$ cat config.mk
export PLATFORM = sky130hd
export DESIGN_NAME = keymap_translator_flat
export DESIGN_NICKNAME = d
export VERILOG_FILES = /design/src/rtl/keymap_translator_pkg.sv /design/src/rtl/keymap_translator_if.sv /design/src/rtl/keymap_translator_byte_fifo.sv /design/src/rtl/keymap_translator.sv /design/src/flat_wrapper.sv
export SDC_FILE = /design/constraint.sdc
export NUM_CORES = 1
export LEC_CHECK = 0
export CORE_MARGIN = 8
export CORE_UTILIZATION = 45
export DETAILED_ROUTE_END_ITERATION = 8
export PLACE_DENSITY = 0.64
export SLEW_MARGIN = 30
export SYNTH_ARGS = -nofsm -noshare
export SYNTH_HDL_FRONTEND = slang
export SYNTH_SLANG_ARGS = --single-unit
$ cat constraint.sdc
create_clock -name clk100 -period 8.3 [get_ports clk100]
set_input_delay 1.245 -clock clk100 [delete_from_list [all_inputs] [get_ports clk100]]
set_output_delay 1.245 -clock clk100 [all_outputs]
set_load 0.1 [all_outputs]
$ cat src/rtl/keymap_translator_pkg.sv
// Shared types and constants for the layered keymap translator.
// Covers the FSM states, keymap layers, PS/2 scancodes and SPI flash opcodes.
package keymap_pkg;

    typedef enum logic [2:0] {
        ST_WAKE,
        ST_GAP,
        ST_IDLE,
        ST_CMD,
        ST_DATA,
        ST_WAIT,
        ST_REL
    } state_t;

    localparam logic [2:0] LAYER_BASE        = 3'd0;
    localparam logic [2:0] LAYER_SHIFT       = 3'd1;
    localparam logic [2:0] LAYER_ALTGR       = 3'd2;
    localparam logic [2:0] LAYER_ALTGR_SHIFT = 3'd3;
    localparam logic [2:0] LAYER_CTRL        = 3'd4;
    localparam logic [2:0] LAYER_EXT         = 3'd5;

    localparam logic [7:0] SC_E0     = 8'hE0;
    localparam logic [7:0] SC_F0     = 8'hF0;
    localparam logic [7:0] SC_LSHIFT = 8'h12;
    localparam logic [7:0] SC_RSHIFT = 8'h59;
    localparam logic [7:0] SC_LCTRL  = 8'h14;
    localparam logic [7:0] SC_ALT    = 8'h11;
    localparam logic [7:0] SC_CAPS   = 8'h58;

    localparam logic [7:0] OP_WAKE = 8'hAB;
    localparam logic [7:0] OP_READ = 8'h03;

    function automatic logic [2:0] pick_layer(input logic e0, input logic ctrl,
                                              input logic altgr, input logic eff_shift);
        if (e0)                     return LAYER_EXT;
        else if (ctrl)              return LAYER_CTRL;
        else if (altgr && eff_shift) return LAYER_ALTGR_SHIFT;
        else if (altgr)             return LAYER_ALTGR;
        else if (eff_shift)         return LAYER_SHIFT;
        else                        return LAYER_BASE;
    endfunction

    // Flash address wraps modulo 2^24.
    function automatic logic [23:0] entry_addr(input logic [23:0] base, input int unsigned ebytes,
                                               input logic [2:0] layer, input logic [6:0] code);
        logic [31:0] off;
        off = ({29'd0, layer} * 32'd128 + {25'd0, code}) * ebytes;
        return base + off[23:0];
    endfunction

endpackage

$ cat src/rtl/keymap_translator_if.sv
// Scancode input, SPI byte engine and output byte stream of the keymap translator.
interface keymap_translator_if;
    logic [7:0] sc_data;
    logic       sc_valid;
    logic [7:0] spi_tx_data;
    logic       spi_start;
    logic [7:0] spi_rx_data;
    logic       spi_complete;
    logic       spi_ss;
    logic [7:0] out_data;
    logic       out_valid;
    logic       out_ready;

    modport slave (
        input  sc_data, sc_valid, spi_rx_data, spi_complete, out_ready,
        output spi_tx_data, spi_start, spi_ss, out_data, out_valid
    );

    modport master (
        output sc_data, sc_valid, spi_rx_data, spi_complete, out_ready,
        input  spi_tx_data, spi_start, spi_ss, out_data, out_valid
    );
endinterface

$ cat src/rtl/keymap_translator_byte_fifo.sv
// Count-based synchronous FIFO; DEPTH must be a power of two (>= 2).
// A push on a full FIFO is accepted only when a pop happens in the same cycle.
module byte_fifo #(
    parameter int WIDTH = 8,
    parameter int DEPTH = 4
) (
    input  logic                         clk100,
    input  logic                         rst_n,
    input  logic                         push,
    input  logic [WIDTH-1:0]             din,
    input  logic                         pop,
    output logic [WIDTH-1:0]             dout,
    output logic                         empty,
    output logic [$clog2(DEPTH+1)-1:0]   count
);
    localparam int AW = $clog2(DEPTH);
    localparam int CW = $clog2(DEPTH + 1);

    logic [WIDTH-1:0] mem [DEPTH];
    logic [AW-1:0]    wr_ptr, rd_ptr;
    logic             full, do_push, do_pop;

    assign empty   = (count == '0);
    assign full    = (count == CW'(DEPTH));
    assign do_pop  = pop && !empty;
    assign do_push = push && (!full || do_pop);
    assign dout    = mem[rd_ptr];

    always_ff @(posedge clk100 or negedge rst_n) begin
        if (!rst_n) begin
            wr_ptr <= '0;
            rd_ptr <= '0;
            count  <= '0;
        end else begin
            if (do_push) wr_ptr <= wr_ptr + 1'b1;
            if (do_pop)  rd_ptr <= rd_ptr + 1'b1;
            case ({do_push, do_pop})
                2'b10:   count <= count + 1'b1;
                2'b01:   count <= count - 1'b1;
                default: count <= count;
            endcase
        end
    end

    always_ff @(posedge clk100) begin
        if (do_push) mem[wr_ptr] <= din;
    end
endmodule

$ cat src/rtl/keymap_translator.sv
// PS/2 scancode to character translator: tracks prefixes/modifiers, reads a
// multi-byte entry per make code from a layered keymap in SPI flash, queues the bytes.
module keymap_translator
    import keymap_pkg::*;
#(
    parameter logic [23:0] TABLE_BASE  = 24'h008000,
    parameter int          ENTRY_BYTES = 8,
    parameter int          SC_DEPTH    = 4,
    parameter int          OUT_DEPTH   = 16,
    parameter int          WAKE_GAP    = 400
) (
    input  logic                 clk100,
    input  logic                 rst_n,
    keymap_translator_if.slave   bus,
    output logic [4:0]           mods,
    output logic                 overflow
);
    localparam int SCW = $clog2(SC_DEPTH + 1);
    localparam int OCW = $clog2(OUT_DEPTH + 1);
    localparam int GW  = $clog2(WAKE_GAP + 1);

    state_t          state;
    logic            e0, brk, caps, ctrl, altgr, shift;
    logic [23:0]     addr;
    logic [1:0]      cmd_idx;
    logic            woke;
    logic [4:0]      n_rx;
    logic [GW-1:0]   gap_cnt;
    logic            ss_q, start_q;
    logic [7:0]      tx_q;

    logic [7:0]      sc_head, out_head;
    logic            sc_empty, out_empty, sc_pop, sc_full, sc_drop;
    logic [SCW-1:0]  sc_count;
    logic [OCW-1:0]  out_count;
    logic            out_push, out_pop, out_full, out_full_next, rx_end;

    byte_fifo #(.WIDTH(8), .DEPTH(SC_DEPTH)) u_sc_fifo (
        .clk100(clk100), .rst_n(rst_n),
        .push(bus.sc_valid), .din(bus.sc_data), .pop(sc_pop),
        .dout(sc_head), .empty(sc_empty), .count(sc_count)
    );

    byte_fifo #(.WIDTH(8), .DEPTH(OUT_DEPTH)) u_out_fifo (
        .clk100(clk100), .rst_n(rst_n),
        .push(out_push), .din(bus.spi_rx_data), .pop(out_pop),
        .dout(out_head), .empty(out_empty), .count(out_count)
    );

    assign sc_pop   = (state == ST_IDLE) && !sc_empty;
    assign sc_full  = (sc_count == SCW'(SC_DEPTH));
    assign sc_drop  = bus.sc_valid && sc_full && !sc_pop;
    assign rx_end   = (bus.spi_rx_data == 8'h00) || (bus.spi_rx_data == 8'hFF);
    assign out_push = (state == ST_DATA) && bus.spi_complete && !rx_end;
    assign out_pop  = bus.out_ready && !out_empty;
    assign out_full = (out_count == OCW'(OUT_DEPTH));
    // Occupancy after this cycle's push, used to decide on the next start a cycle early.
    assign out_full_next = (out_count == OCW'(OUT_DEPTH - 1)) && !out_pop;

    assign bus.spi_tx_data = tx_q;
    assign bus.spi_start   = start_q;
    assign bus.spi_ss      = ss_q;
    assign bus.out_data    = out_head;
    assign bus.out_valid   = !out_empty;
    assign mods            = {e0, caps, ctrl, altgr, shift};

    always_ff @(posedge clk100 or negedge rst_n) begin
        if (!rst_n) begin
            state    <= ST_WAKE;
            ss_q     <= 1'b1;
            start_q  <= 1'b0;
            tx_q     <= '0;
            e0       <= 1'b0;
            brk      <= 1'b0;
            caps     <= 1'b0;
            ctrl     <= 1'b0;
            altgr    <= 1'b0;
            shift    <= 1'b0;
            addr     <= '0;
            cmd_idx  <= '0;
            woke     <= 1'b0;
            n_rx     <= '0;
            gap_cnt  <= '0;
            overflow <= 1'b0;
        end else begin
            start_q <= 1'b0;
            if (sc_drop) overflow <= 1'b1;
            case (state)
                ST_WAKE: begin
                    if (!woke) begin
                        woke    <= 1'b1;
                        ss_q    <= 1'b0;
                        start_q <= 1'b1;
                        tx_q    <= OP_WAKE;
                    end else if (bus.spi_complete) begin
                        ss_q    <= 1'b1;
                        gap_cnt <= '0;
                        state   <= ST_GAP;
                    end
                end
                ST_GAP: begin
                    if (gap_cnt == GW'(WAKE_GAP - 1)) state <= ST_IDLE;
                    else gap_cnt <= gap_cnt + 1'b1;
                end
                ST_IDLE: begin
                    if (sc_pop) begin
                        if (sc_head == SC_E0) begin
                            e0 <= 1'b1;
                        end else if (sc_head == SC_F0) begin
                            brk <= 1'b1;
                        end else begin
                            e0  <= 1'b0;
                            brk <= 1'b0;
                            if (sc_head == SC_LSHIFT || sc_head == SC_RSHIFT) begin
                                shift <= !brk;
                            end else if (sc_head == SC_LCTRL) begin
                                ctrl <= !brk;
                            end else if (sc_head == SC_ALT && e0) begin
                                altgr <= !brk;
                            end else if (sc_head == SC_CAPS) begin
                                if (!brk) caps <= !caps;
                            end else if (!brk && !sc_head[7]) begin
                                addr    <= entry_addr(TABLE_BASE, ENTRY_BYTES,
                                                      pick_layer(e0, ctrl, altgr, shift ^ caps),
                                                      sc_head[6:0]);
                                ss_q    <= 1'b0;
                                start_q <= 1'b1;
                                tx_q    <= OP_READ;
                                cmd_idx <= '0;
                                state   <= ST_CMD;
                            end
                        end
                    end
                end
                ST_CMD: begin
                    if (bus.spi_complete) begin
                        start_q <= 1'b1;
                        if (cmd_idx == 2'd3) begin
                            tx_q  <= 8'h00;
                            n_rx  <= '0;
                            state <= ST_DATA;
                        end else begin
                            cmd_idx <= cmd_idx + 1'b1;
                            case (cmd_idx)
                                2'd0:    tx_q <= addr[23:16];
                                2'd1:    tx_q <= addr[15:8];
                                default: tx_q <= addr[7:0];
                            endcase
                        end
                    end
                end
                ST_DATA: begin
                    if (bus.spi_complete) begin
                        if (rx_end || (n_rx + 5'd1 == 5'(ENTRY_BYTES))) begin
                            ss_q  <= 1'b1;
                            state <= ST_REL;
                        end else begin
                            n_rx <= n_rx + 5'd1;
                            if (out_full_next) begin
                                state <= ST_WAIT;
                            end else begin
                                start_q <= 1'b1;
                                tx_q    <= 8'h00;
                            end
                        end
                    end
                end
                ST_WAIT: begin
                    if (!out_full) begin
                        start_q <= 1'b1;
                        tx_q    <= 8'h00;
                        state   <= ST_DATA;
                    end
                end
                ST_REL:  state <= ST_IDLE;
                default: state <= ST_WAKE;
            endcase
        end
    end
endmodule

$ cat src/flat_wrapper.sv
// flat-port wrapper written by rule: the top's interface ports become plain ports
module keymap_translator_flat import keymap_pkg::*;
#(
    parameter logic [23:0] TABLE_BASE  = 24'h008000,
    parameter int          ENTRY_BYTES = 8,
    parameter int          SC_DEPTH    = 4,
    parameter int          OUT_DEPTH   = 16,
    parameter int          WAKE_GAP    = 400
)
  (clk100, rst_n, mods, overflow, bus_sc_data, bus_sc_valid, bus_spi_rx_data, bus_spi_complete, bus_out_ready, bus_spi_tx_data, bus_spi_start, bus_spi_ss, bus_out_data, bus_out_valid);
  keymap_translator_if bus_i ();
  input  logic clk100;
  input  logic rst_n;
  output logic [4:0] mods;
  output logic overflow;
  input wire logic [$bits(bus_i.sc_data)-1:0] bus_sc_data;
  input wire logic [$bits(bus_i.sc_valid)-1:0] bus_sc_valid;
  input wire logic [$bits(bus_i.spi_rx_data)-1:0] bus_spi_rx_data;
  input wire logic [$bits(bus_i.spi_complete)-1:0] bus_spi_complete;
  input wire logic [$bits(bus_i.out_ready)-1:0] bus_out_ready;
  output wire logic [$bits(bus_i.spi_tx_data)-1:0] bus_spi_tx_data;
  output wire logic [$bits(bus_i.spi_start)-1:0] bus_spi_start;
  output wire logic [$bits(bus_i.spi_ss)-1:0] bus_spi_ss;
  output wire logic [$bits(bus_i.out_data)-1:0] bus_out_data;
  output wire logic [$bits(bus_i.out_valid)-1:0] bus_out_valid;
  assign bus_i.sc_data = bus_sc_data;
  assign bus_i.sc_valid = bus_sc_valid;
  assign bus_i.spi_rx_data = bus_spi_rx_data;
  assign bus_i.spi_complete = bus_spi_complete;
  assign bus_i.out_ready = bus_out_ready;
  assign bus_spi_tx_data = bus_i.spi_tx_data;
  assign bus_spi_start = bus_i.spi_start;
  assign bus_spi_ss = bus_i.spi_ss;
  assign bus_out_data = bus_i.out_data;
  assign bus_out_valid = bus_i.out_valid;
  keymap_translator #(.TABLE_BASE(TABLE_BASE), .ENTRY_BYTES(ENTRY_BYTES), .SC_DEPTH(SC_DEPTH), .OUT_DEPTH(OUT_DEPTH), .WAKE_GAP(WAKE_GAP)) u_core (.clk100(clk100), .rst_n(rst_n), .bus(bus_i), .mods(mods), .overflow(overflow));
endmodule
# Yosys cells after proc, flatten, opt, wreduce, memory -nomap -nowiden
# Memory sizes are Yosys's and may differ from the RTL's.
# Index checks and enable logic that the tools add are counted.
# W data, S select, Z words.
[totals]
regBits = 81
ramBits = 160
out_inout_bits = 25
n_memories = 2
[classes]
addsub = 13
eq_ne = 49
mux = 106
bitwise = 8
reduce_logical = 54
[mem_list]
columns = ["memory", "depth", "width", "read_ports", "rd_clocked_by_memory_dff", "wr", "line_no", "text"]
rows = [
  ["u_core.u_out_fifo.mem", 16, 8, 1, 0, 1, "keymap_translator_byte_fifo.sv:19", "logic [WIDTH-1:0] mem [DEPTH];"],
  ["u_core.u_sc_fifo.mem", 4, 8, 1, 0, 1, "keymap_translator_byte_fifo.sv:19", ""],
]
[ops]
columns = ["operator", "count"]
rows = [
  ["$mux W8", 15],
  ["$mux W3", 30],
  ["$pmux W8 S5", 1],
  ["$mux W1", 34],
  ["$ne A2 B2 Y1 const B", 17],
  ["$mux W9", 3],
  ["$add A16 B24 Y24 const A", 1],
  ["$eq A8 B5 Y1 const B", 3],
  ["$eq A8 B8 Y1 const B", 3],
  ["$pmux W3 S7", 1],
  ["$mux W2", 10],
  ["$mux W5", 4],
  ["$pmux W5 S2", 2],
  ["$pmux W9 S2", 1],
  ["$reduce_and A9 Y1", 2],
  ["$eq A8 B7 Y1 const B", 2],
  ["$pmux W8 S2", 1],
  ["$reduce_and A16 Y1", 1],
  ["$reduce_and A15 Y1", 1],
  ["$logic_and A1 B1 Y1", 14],
  ["$eq A3 B3 Y1 const B", 4],
  ["$reduce_and A12 Y1", 1],
  ["$add A10 B7 Y11", 1],
  ["$reduce_and A11 Y1", 1],
  ["other kinds (37)", 77],
]

# Logic depth before layout (Yosys ltp)
[depth]
depth_word = 17
depth_mapped = 12

# By module
# A second synthesis with hierarchy kept.
[unflattened]
hier_cells = 668
area_unflattened_um2 = 10176.0
[modules_own_cells]
columns = ["module", "instances", "cells_per_inst", "area_each_um2", "seq_area_each_um2"]
rows = [
  ["byte_fifo at u_core.u_out_fifo", 1, 294, 5818.1, 4169.0],
  ["keymap_translator", 1, 295, 2772.7, 1202.4],
  ["byte_fifo at u_core.u_sc_fifo", 1, 79, 1585.3, 1136.1],
]

# Worst setup path after synthesis
# No wires, ideal clock.
[synth_path]
path_type = "input port to flip-flop"
from = "input bus_spi_complete"
to = "register u_core.u_out_fifo.count[4]"
t_arrival_ns = 3.618
required_time_ns = 8.175
slack_ns = 4.557
stages = 11
path_buffers = 1
cell_sequence = "clkbuf_1 o21ai_0 nor4_2 inv_1 ha_1 fa_1 a21o_1 a21oi_1 xor2_1 nor2_1 xor2_1"
[synth_between]
elab_chain_cells = 5
[synth_lines]
columns = ["item", "line_no", "text"]
rows = [
  ["from (decl)", "flat_wrapper.sv:19", "input wire logic [$bits(bus_i.spi_complete)-1:0] bus_spi_complete;"],
  ["$logic_and A1 B1 Y1 (*) (2 in series)", "keymap_translator.sv:54", "assign out_push = (state == ST_DATA) && bus.spi_complete && !rx_end;"],
  ["$logic_and A1 B1 Y1 (*)", "keymap_translator_byte_fifo.sv:26", "assign do_push = push && (!full || do_pop);"],
  ["$eq A2 B1 Y1 / $eq A2 B2 Y1 (equally long branches)", "keymap_translator_byte_fifo.sv:37", "case ({do_push, do_pop})"],
  ["$pmux W5 S2 / $reduce_bool A2 Y1 (equally long branches)", "n/a", ""],
  ["to (signal assigned)", "keymap_translator_byte_fifo.sv:38", "2'b10: count <= count + 1'b1;"],
  ["to (signal assigned)", "keymap_translator_byte_fifo.sv:39", "2'b01: count <= count - 1'b1;"],
  ["to (signal assigned)", "keymap_translator_byte_fifo.sv:40", "default: count <= count;"],
  ["to (decl)", "keymap_translator_byte_fifo.sv:14", "output logic [$clog2(DEPTH+1)-1:0] count"],
]
# Mark *: on every way between the ends. The rest lies on a longest branch, timed or not.
# A chain may end at the register's enable or synchronous reset.

# Final worst setup path
[layout_path]
from = "register u_core.u_out_fifo.rd_ptr[0]"
to = "output bus_out_data[5]"
[layout_between]
elab_chain_cells = 1
[layout_lines]
columns = ["item", "line_no", "text"]
rows = [
  ["from (decl)", "keymap_translator_byte_fifo.sv:20", "logic [AW-1:0] wr_ptr, rd_ptr;"],
  ["from (signal assigned)", "keymap_translator_byte_fifo.sv:36", "if (do_pop) rd_ptr <= rd_ptr + 1'b1;"],
  ["$mem_v2 Z16 W8", "n/a", ""],
  ["to (decl)", "flat_wrapper.sv:24", "output wire logic [$bits(bus_i.out_data)-1:0] bus_out_data;"],
]
# Every way passes these cells.

==> run summary <==
most frequent cells in the layout = edfxtp_1 (160), dfrtp_1 (66), nand2_1 (44)
DRC = 0
nets = 718
total gr overflow = 0
Worst R2R Start = u_core.state[2]
RSZ-0062 raised after global routing = no
Final Cycle Share = 57.9%
final worst slack = 3.50 ns
Top FF cell, synth = edfxtp_1
Die X = 165 um
CP Data Arrival Time = 3.56 ns
total CTS buffers = 24
reg2reg end = u_core.u_out_fifo.count[4]
Worst Setup SP = u_core.u_out_fifo.rd_ptr[0]
Comb pwr share = 38.2%
FMAX = 0.208 GHz
status = finished, final reports clean
setup TNS = 0 ns
Final Non-Filler Cells = 973
worst slack at placement = 3.32 ns
Worst slew margin = 33.0%
ys async rst share = 29.8%
number of flops mapped to enable cells by yosys = 160
via/cell ratio = 5.55
CP delay by family, top = buffers and inverters
Net Switching = 0.00167 W
hold_buf cts = 0
DRT Pass-1 Iters = 4
register clock-pin slew on the reported worst setup and hold paths = 0.06 ns
Detail Placement HPWL = 12900 um
min-delay worst type = flip-flop to flip-flop
sequential-to-total area share from yosys stat = 65.5%
first-pass GRT wire length = 31300 um
Design Area, Final = 0.0115 mm^2
crit path time final = 4.80 ns
Synthesized Nets = 671
core footprint = 0.0218 mm^2
Worst Reg-to-Reg Cells = 11
Synth area leader = edfxtp_1
Die Span Y = 165 um
Max clock buf depth = 3
CP max FO = 35
Crit Path Class = flip-flop to output port
# Post-CTS Setup Buffers = 0
CTS tree = done
total die area = 0.0271 mm^2
via count = 5405
pwr/cell area = 381 mW/mm^2
max-capacitance violation count = 0
R2R Setup Slk = 4.69 ns
largest net degree at the start of global routing = 69
area share of the largest cell type after synthesis = 48.4%
Yosys warnings = 0
synth top area cells = edfxtp_1 (48%), dfrtp_1 (17%), mux4_2 (9.5%)
cts repair resizes = 0
commonest non-fill, non-tap cell in the layout = edfxtp_1
area grow syn2layout = 15.5%
CP bufs+invs = 2
Ports = 46
Placed Cells = 930
Critical Path Stages = 4
Max stage delay on crit path = 1.01 ns
Root Driver = clkbuf_16
H-tree depth = 1
Initial Util = 45.6%
DR WL/cell = 20.5 um
Netlist cell types = 68
ANT cells = 0
Net Sw Frac = 38.2%
CP max-delay cell = clkdlybuf4s50_1
CP most frequent cell = mux4_2
Synth Instances = 629
VDD IR max = 0.233 mV
Worst Setup EP = bus_out_data[5]
Critical Path Start Type = flip-flop
total clock sinks = 228
internal cell power = 0.00270 W
# setup viols final = 0
Least-Margin Pin Slew = 1.00 ns
leakage power = 4.10 nW
FP Rows = 54
antenna viol nets, final = 0
Critical Path End Type = output port
share of cells above drive strength 1 = 18.6%
Worst Skew = 0.0122 ns
Final Slew Violations = 0
All-Layer GR Usage = 14.9%
Cell Area, Placed = 0.0106 mm^2
average size of a mapped cell = 15.8 um^2
CP required = 7.05 ns
clock power share = 25.1%
Cell Chain, Critical Path = buf_4 -> mux4_2 -> mux4_2 -> clkdlybuf4s50_1
final wirelength = 19900 um
final hold vios = 0
vias in the first global route = 5748
Seq pwr share = 36.6%
area of the mapped netlist = 0.00993 mm^2
First DRT Iteration DRCs = 372
initial antenna violation count = 0
routability cong. = 0.762
#FFs+latches synth = 228
clk_lat worst skew = 0.51 ns
# port buffers = 45
-- per-stage QoR --
stage | power [W] | utilization (%) | hold WS [ns]
after floorplan | 0.00293 | - | 0.441
after global placement | 0.00326 | 48.9 | 0.455
after detailed placement | 0.00331 | 48.9 | 0.470
after CTS | 0.00441 | 52.7 | 0.487
after global routing | 0.00459 | 52.7 | 0.521
final | 0.00437 | 52.7 | 0.480
-- worst reg2reg max path, cell delays in order, from the launching register on --
cell and delay, ns:
dfrtp_1 0.55, nor2b_1 0.26, nand2b_1 0.17, nor4_2 0.68
inv_1 0.25, ha_1 0.36, fa_1 0.44, a21o_1 0.17
a21oi_1 0.16, xor2_1 0.19, nor2_1 0.09, xor2_1 0.15
-- worst min-delay path by stage --
stage,start,endpoint,slack [ns],cells past startpoint
4_1_cts,u_core.addr[15],u_core.addr[15],0.49,1
2_1_floorplan,u_core.addr[15],u_core.addr[15],0.44,1
3_3_place_gp,u_core.addr[15],u_core.addr[15],0.45,1
3_5_place_dp,u_core.overflow,u_core.overflow,0.47,1
6_report,u_core.addr[15],u_core.addr[15],0.48,1
5_1_grt,u_core.overflow,u_core.overflow,0.52,1
-- power by group through the flow --
| stage | logic [W] | clock network [W] | registers (W) |
|---|---|---|---|
| detailed placement | 0.00169 | 0 | 0.00162 |
| finish | 0.00167 | 0.00110 | 0.00160 |
| global placement | 0.00165 | 0 | 0.00161 |
| floorplan | 0.00127 | 0 | 0.00166 |
| CTS | 0.00169 | 0.00112 | 0.00160 |
| global route | 0.00179 | 0.00116 | 0.00163 |
-- sequential cells by signal, summed over array words and instances, names as in the netlist, 3 cells and up --
register / cells
u_core.u_sc_fifo.count: 3
u_core.bus.spi_tx_data: 8
u_core.n_rx: 5
u_core.addr: 11
u_core.gap_cnt: 9
u_core.u_out_fifo.wr_ptr: 4
u_core.u_out_fifo.rd_ptr: 4
u_core.u_out_fifo.mem: 128
u_core.u_sc_fifo.mem: 32
u_core.u_out_fifo.count: 5
u_core.state: 3
-- final cells by class --
type                            instances  area [um^2]
Tap cell                              280          350
Fill cell                            1755        10300
Timing Repair Buffer                   52          497
Sequential cell                       228         6510
Multi-Input combinational cell        347         3210
Clock inverter                         15          180
Inverter                               23         86.3
Clock buffer                           28          637
-- cells by family (layout without fill, tap and decap cells) --
logic type | count (synthesis) | after routing | synth area share (%)
xor+xnor | 25 | 25 | 2.21
fa+ha+maj | 21 | 21 | 2.80
simple gates | 164 | 164 | 9.10
flops | 228 | 228 | 65.5
compound gates | 73 | 73 | 4.70
mux | 64 | 64 | 13.2
buf+inv | 54 | 118 | 2.50
-- cell usage after synthesis (all sizes together) (12+ instances only) --
cell    number
buf         17
clkbuf      14
nand2       44
inv         23
mux4        48
xnor2       13
nor3        12
edfxtp     160
a21oi       13
dfrtp       67
xor2        12
mux2        13
ha          19
o21ai       29
nor2        32
-- routing by layer --
layer	up-vias	track usage [%]	part of all wire [%]
li1	2502	-	-
met3	35	2.49	4.6
met4	0	4.59	2.2
met2	129	26.6	52
met1	2739	18.3	41
met5	-	0	0
No activity file was read; power rests on OpenSTA's default activity.
